--- src/rtl/serial_adder_ctrl_if.sv ---
// Request/response bundle for the bit-serial adder controller.
// The master drives operands and the start strobe; the slave returns status and result.
interface serial_adder_ctrl_if #(
  parameter int unsigned WIDTH = 8
) ();
  logic             start;
  logic [WIDTH-1:0] a_in;
  logic [WIDTH-1:0] b_in;
  logic             cin;
  logic             busy;
  logic             done;
  logic [WIDTH-1:0] sum;
  logic             cout;

  modport master (
    output start, a_in, b_in, cin,
    input  busy, done, sum, cout
  );

  modport slave (
    input  start, a_in, b_in, cin,
    output busy, done, sum, cout
  );
endinterface

--- src/rtl/serial_adder_ctrl.sv ---
// Bit-serial adder controller: one full-adder cell plus a carry flop, reused over WIDTH clocks.
// Operands are shifted LSB-first; result bits enter the sum register at the MSB end.
module serial_adder_ctrl #(
  parameter int unsigned WIDTH = 8
) (
  input logic                clk,
  input logic                rst,
  serial_adder_ctrl_if.slave bus
);

  localparam int unsigned CntW = $clog2(WIDTH) + 1;

  typedef enum logic [1:0] {
    StIdle,
    StShift,
    StDone
  } state_e;

  state_e           state_q;
  logic [WIDTH-1:0] a_sr_q;
  logic [WIDTH-1:0] b_sr_q;
  logic [WIDTH-1:0] sum_q;
  logic [CntW-1:0]  count_q;
  logic             carry_q;
  logic             cout_q;
  logic             busy_q;
  logic             done_q;

  logic sum_bit;
  logic carry_nxt;

  // Full-adder cell fed by the operand LSBs and the carry flop.
  always_comb begin
    sum_bit   = a_sr_q[0] ^ b_sr_q[0] ^ carry_q;
    carry_nxt = (a_sr_q[0] & b_sr_q[0]) | (a_sr_q[0] & carry_q) | (b_sr_q[0] & carry_q);
  end

  // Control FSM with datapath and registered status outputs; rst wins in every state.
  always_ff @(posedge clk) begin
    if (rst) begin
      state_q <= StIdle;
      a_sr_q  <= '0;
      b_sr_q  <= '0;
      sum_q   <= '0;
      count_q <= '0;
      carry_q <= 1'b0;
      cout_q  <= 1'b0;
      busy_q  <= 1'b0;
      done_q  <= 1'b0;
    end else begin
      unique case (state_q)
        StIdle: begin
          done_q <= 1'b0;
          if (bus.start) begin
            a_sr_q  <= bus.a_in;
            b_sr_q  <= bus.b_in;
            carry_q <= bus.cin;
            sum_q   <= '0;
            cout_q  <= 1'b0;
            count_q <= '0;
            busy_q  <= 1'b1;
            state_q <= StShift;
          end
        end
        StShift: begin
          sum_q   <= {sum_bit, sum_q[WIDTH-1:1]};
          carry_q <= carry_nxt;
          a_sr_q  <= {1'b0, a_sr_q[WIDTH-1:1]};
          b_sr_q  <= {1'b0, b_sr_q[WIDTH-1:1]};
          count_q <= count_q + CntW'(1);
          // Last bit goes through the cell on this edge.
          if (count_q == CntW'(WIDTH - 1)) begin
            cout_q  <= carry_nxt;
            busy_q  <= 1'b0;
            done_q  <= 1'b1;
            state_q <= StDone;
          end
        end
        StDone: begin
          done_q  <= 1'b0;
          state_q <= StIdle;
        end
        default: begin
          busy_q  <= 1'b0;
          done_q  <= 1'b0;
          state_q <= StIdle;
        end
      endcase
    end
  end

  assign bus.busy = busy_q;
  assign bus.done = done_q;
  assign bus.sum  = sum_q;
  assign bus.cout = cout_q;

endmodule

--- src/flat_wrapper.sv ---
// flat-port wrapper written by rule: the top's interface ports become plain ports
module serial_adder_ctrl_flat 
#(
  parameter int unsigned WIDTH = 8
)
  (clk, rst, bus_start, bus_a_in, bus_b_in, bus_cin, bus_busy, bus_done, bus_sum, bus_cout);
  serial_adder_ctrl_if #(.WIDTH(WIDTH)) bus_i ();
  input logic clk;
  input logic rst;
  input wire logic [$bits(bus_i.start)-1:0] bus_start;
  input wire logic [$bits(bus_i.a_in)-1:0] bus_a_in;
  input wire logic [$bits(bus_i.b_in)-1:0] bus_b_in;
  input wire logic [$bits(bus_i.cin)-1:0] bus_cin;
  output wire logic [$bits(bus_i.busy)-1:0] bus_busy;
  output wire logic [$bits(bus_i.done)-1:0] bus_done;
  output wire logic [$bits(bus_i.sum)-1:0] bus_sum;
  output wire logic [$bits(bus_i.cout)-1:0] bus_cout;
  assign bus_i.start = bus_start;
  assign bus_i.a_in = bus_a_in;
  assign bus_i.b_in = bus_b_in;
  assign bus_i.cin = bus_cin;
  assign bus_busy = bus_i.busy;
  assign bus_done = bus_i.done;
  assign bus_sum = bus_i.sum;
  assign bus_cout = bus_i.cout;
  serial_adder_ctrl #(.WIDTH(WIDTH)) u_core (.clk(clk), .rst(rst), .bus(bus_i));
endmodule
--- config.mk ---
export PLATFORM = sky130hd
export DESIGN_NAME = serial_adder_ctrl_flat
export DESIGN_NICKNAME = d
export VERILOG_FILES = /design/src/rtl/serial_adder_ctrl_if.sv /design/src/rtl/serial_adder_ctrl.sv /design/src/flat_wrapper.sv
export SDC_FILE = /design/constraint.sdc
export NUM_CORES = 1
export LEC_CHECK = 0
export BUFFER_PORTS_ARGS = -buffer_cell sky130_fd_sc_hd__buf_2
export CAP_MARGIN = 10
export CORE_ASPECT_RATIO = 1.5
export CORE_MARGIN = 2
export CORE_UTILIZATION = 53
export CTS_BUF_LIST = sky130_fd_sc_hd__clkbuf_4 sky130_fd_sc_hd__clkbuf_8 sky130_fd_sc_hd__clkbuf_16
export DETAILED_ROUTE_END_ITERATION = 10
export HOLD_SLACK_MARGIN = 0.05
export PLACE_DENSITY = 0.77
export SYNTH_ARGS = -nofsm -noshare
export SYNTH_HDL_FRONTEND = slang
export SYNTH_SLANG_ARGS = --single-unit
--- constraint.sdc ---
create_clock -name clk -period 1.9 [get_ports clk]
set_clock_uncertainty 0.15 [all_clocks]
set_input_delay 0 -clock clk [delete_from_list [all_inputs] [get_ports clk]]
set_output_delay 0 -clock clk [all_outputs]
set_load 0.02 [all_outputs]
==> results.txt <==
----------------------------------------------------
[Run status]
  Result of the run ... finished clean

[Critical path]
  FF-to-FF path depth ... 4
  Worst path buffer plus inverter count ... 1
  Family of cells with the greatest summed delay on the critical path ... simple AND/OR/NAND/NOR gates
  Worst path slowest cell ... sky130_fd_sc_hd__nand2b_1
  Crit path DAT ... 1.75 ns
  Startpoint type of the worst setup path ... flop
  Worst setup path class ... flop to flop
  Data required time at the worst endpoint ... 1.95 ns
  Reg-to-Reg End ... u_core.b_sr_q[4]$_SDFFE_PP0P_
  Cell-by-cell listing of the critical path ... nand2b_1 -> buf_4 -> nand2_1 -> a211oi_2
  Endpoint class of the critical path ... flop
  Max incr delay on CP ... 0.50 ns
  Setup slack on the worst flop-to-flop path ... a little over 0.2 ns
  Critical path peak fanout ... 15
  Startpoint of the worst-slack reg-to-reg timing path ... u_core.state_q[1]$_SDFFE_PP0P_

[Drt]
  Vias ... 1384
  WL met1 ... roughly 1400 µm
  Routed Wire Length ... 3515 µm
  Number of iterations in the first detailed-routing pass ... 4
  Routed length on met2 ... 1824 µm
  Number of DRC violations after detailed-routing iteration 0 ... 32
  Number of remaining DRC errors ... 0
  Met3 wire length ... 181 µm
  Average detailed-routed wire length per instance ... 14.00 µm
  Top routing layer used ... met4
  Via count normalized by instance count ... around 5.5
  Final ANT Viol Nets ... 0

[Synthesis]
  Largest family of logic cells by synthesized area ... compound AO/OA/AOI/OAI gates
  XOR/XNOR Fraction of Synth Area ... 0%
  Part of the Yosys area used for sequential elements ... 45.15%
  Mean area per synthesized cell ... between 9 and 10 µm²
  Warnings from Yosys ... 0
  Post-synthesis sequential element count ... 34
  Adder and majority gate portion of the synthesized area ... 2.158%
  Largest area contributor in the synthesized netlist ... sky130_fd_sc_hd__dfxtp_1
  Largest cells by area after synthesis ... sky130_fd_sc_hd__dfxtp_1, sky130_fd_sc_hd__a211oi_2, sky130_fd_sc_hd__nor2_1
  Complex-gate fraction of the synthesized area ... 29.13%
  Share of synthesized cell area in and, or, nand and nor gates ... 17.34%
  Fraction of post-synthesis cell area in the top cell type by area ... 45.15%
  Total nets after synthesis ... 186
  Mux contribution to synthesized area ... 0.6639%
  Unique masters post-synth ... 32
  Instance count of the mapped netlist ... 164
  Post-synthesis instance area ... 0.001508 mm²

[Finish]
  Layout Area Growth over Synthesis ... 30.46%
  Final-layout fill cell count ... 212
  Number of inserted diodes ... 0
  Ratio of cells with drive above 1 in the final layout ... 30.84%
  Net count of the finished layout ... 236

[Clock tree]
  Num Clock Sinks ... 34
  Clock tree buffer depth ... 2
  Number of H-tree levels ... 2
  Clock Root Buffer ... sky130_fd_sc_hd__clkbuf_8
  Clock-pin slew on the worst setup and hold paths ... roughly 0.060 ns
  Post-CTS resize count ... 0
  Setup fix buffers added after clock tree synthesis ... 0
  Worst-Skew Late Latency ... 0.28 ns
  TritonCTS Buffers ... 5
  Clock tree from TritonCTS ... done

[Flow run]
  Max-cap violations ... 0

[GRT]
  Total routing usage reported by global routing ... about a quarter
  Largest net degree at the start of global routing ... 27
  Global-route wire length before repair ... 5961 µm
  Remaining global-route overflow ... 0
  Antenna violations before repair ... 0
  Number of global-route vias before repair ... around 1400

[Floorplanning]
  Die area ... roughly 0.0033 mm²
  Die outline height ... around 70 µm
  Top-level port count ... 31
  Count of standard-cell rows ... 23
  Floorplan core area ... around 0.0027 mm²
  Chip Width ... around 48 µm
  Initial standard-cell utilization of the core ... 55.74%

[STA]
  Tcrit/Tclk final ... 89.41%
  Post-route worst hold slack ... 0.09366 ns
  Post-Route Setup TNS ... 0 ns
  Final number of hold-violating endpoints ... 0
  Number of slew-limit violations in the final report ... 0
  Final Setup Violations ... 0
  Setup repair after global routing missed its margin ... false
  Slew margin rel. ... between 60% and 70%
  Max Freq ... 588.6 MHz
  Transition time at the pin with the least slew margin ... around 0.57 ns
  Final worst path period need ... 1.699 ns

[Power]
  Total power consumption of the routed design ... 1.537 mW
  Pwr dens ... 781.7 mW/mm²
  Peak supply drop ... around 0.7 mV
  Leakage Power ... 0.8179 nW

[Placement]
  Global placement routability congestion ... 0.8101
  Port buffer count ... 30
  Post-detailed-placement half-perimeter wirelength ... 2315 µm

[Hold path]
  Hold Path End ... u_core.bus.busy$_SDFFE_PP0P_
  Class of the tightest hold or removal check ... primary input to flop
  Origin of the worst min-delay path ... bus_start
  Number of instances on the worst hold path ... 4

----------------------------------------------------
-- cell families (layout without fill, tap and decap cells) --
logic type               Yosys count  after routing
AND/OR/NAND/NOR                   59             59
adder cells (fa/ha/maj)            2              2
multiplexers                       1              1
buffers and inverters             16             66
flip-flops                        34             34
AO/OA/AOI/OAI                     52             52
-- power breakdown --
group | internal, mW | total, mW | switching, mW | leakage, nW
Sequential | 0.751 | 0.777 | 0.0255 | 0.279
Clock | 0.280 | 0.516 | 0.236 | 0.0452
Combinational | 0.116 | 0.245 | 0.129 | 0.494
-- routing by layer --
layer / GRT usage (%) / vias to the layer above
li1: - / 679
met1: 27.06 / 645
met2: 40.39 / 49
met3: 7.292 / 11
met4: 12.61 / 0
met5: 0 / -
-- how the worst max path moves through the flow --
stage,start,end,cells past startpoint
6_report,u_core.state_q[1]$_SDFFE_PP0P_,u_core.b_sr_q[4]$_SDFFE_PP0P_,4
5_1_grt,u_core.state_q[1]$_SDFFE_PP0P_,u_core.a_sr_q[6]$_SDFFE_PP0P_,4
4_1_cts,u_core.state_q[1]$_SDFFE_PP0P_,u_core.b_sr_q[6]$_SDFFE_PP0P_,4
3_5_place_dp,u_core.state_q[1]$_SDFFE_PP0P_,u_core.b_sr_q[4]$_SDFFE_PP0P_,4
3_3_place_gp,u_core.state_q[1]$_SDFFE_PP0P_,u_core.b_sr_q[2]$_SDFFE_PP0P_,4
2_1_floorplan,u_core.carry_q$_SDFFE_PP0P_,u_core.bus.cout$_SDFFE_PP0P_,4
-- worst register-to-register path, delay by kind of cell, from the launching register on --
kind                   cells  cell delay (ns)
DFF                        1             0.45
AOI/OAI and AO/OA          1             0.18
and+or+nand+nor            2             0.58
buffers and inverters      1             0.26
-- flip-flops by register name, summed over array words and instances (netlist names) --
name / count
u_core.a_sr_q: 8
u_core.b_sr_q: 8
u_core.bus.sum: 8
u_core.count_q: 4
u_core.state_q: 2
u_core.bus.busy: 1
u_core.bus.cout: 1
u_core.bus.done: 1
u_core.carry_q: 1
-- cell usage after synthesis (all sizes together) --
library cell,count
nor3,3
a31oi,2
buf,10
and3b,1
o21ba,1
o21bai,2
nand2b,1
mux2i,1
or3,2
nor2b,4
nand2,19
o211a,1
fa,1
a21oi,18
o21a,1
nand3,3
a22oi,8
o22ai,2
nor2,23
a211oi,13
nand3b,2
a221oi,3
inv,3
ha,1
dfxtp,34
a2bb2oi,1
or2,1
clkbuf,3
-- what timing repair did --
item | CTS | global route
setup endpoints to repair | 0 | 0
hold buffers | 20 | 0
hold endpoints to repair | 28 | 0
-- area by class of cell --
cell class,count,area (µm²),area share (%)
clock buffers,7,83.83,4.262
inverters,3,11.26,0.5725
multi-input cells,114,749.5,38.10
flip-flops and latches,34,680.7,34.61
well taps,37,46.29,2.354
repair buffers,56,395.4,20.10
-- through the flow --
stage	utilization, %	setup WS [ns]	instance area (µm²)	cells
final	72.71	0.2011	1967	251
after global routing	72.71	0.08505	1967	251
after CTS	72.71	0.2150	1967	251
after detailed placement	62.21	0.2220	1683	224
after global placement	62.21	0.3033	1683	224
after floorplan	-	0.4365	1508	164
-- cell usage in the layout, fill, tap and decap left out, types with 2 or more instances in the layout --
cell                            count
sky130_fd_sc_hd__dfxtp_1           34
sky130_fd_sc_hd__buf_2             30
sky130_fd_sc_hd__nor2_1            23
sky130_fd_sc_hd__dlygate4sd3_1     20
sky130_fd_sc_hd__nand2_1           19
sky130_fd_sc_hd__a21oi_1           10
sky130_fd_sc_hd__a22oi_1            8
sky130_fd_sc_hd__a21oi_2            8
sky130_fd_sc_hd__a211oi_2           8
sky130_fd_sc_hd__buf_4              6
sky130_fd_sc_hd__a211oi_1           5
sky130_fd_sc_hd__clkbuf_8           5
sky130_fd_sc_hd__inv_1              3
sky130_fd_sc_hd__a221oi_2           3
sky130_fd_sc_hd__nor2b_1            3
sky130_fd_sc_hd__nand3_1            3
sky130_fd_sc_hd__nor3_1             3
sky130_fd_sc_hd__o22ai_1            2
sky130_fd_sc_hd__or3_1              2
sky130_fd_sc_hd__a31oi_1            2
sky130_fd_sc_hd__nand3b_1           2
sky130_fd_sc_hd__clkbuf_4           2
Power figures use the tool's default switching activity.
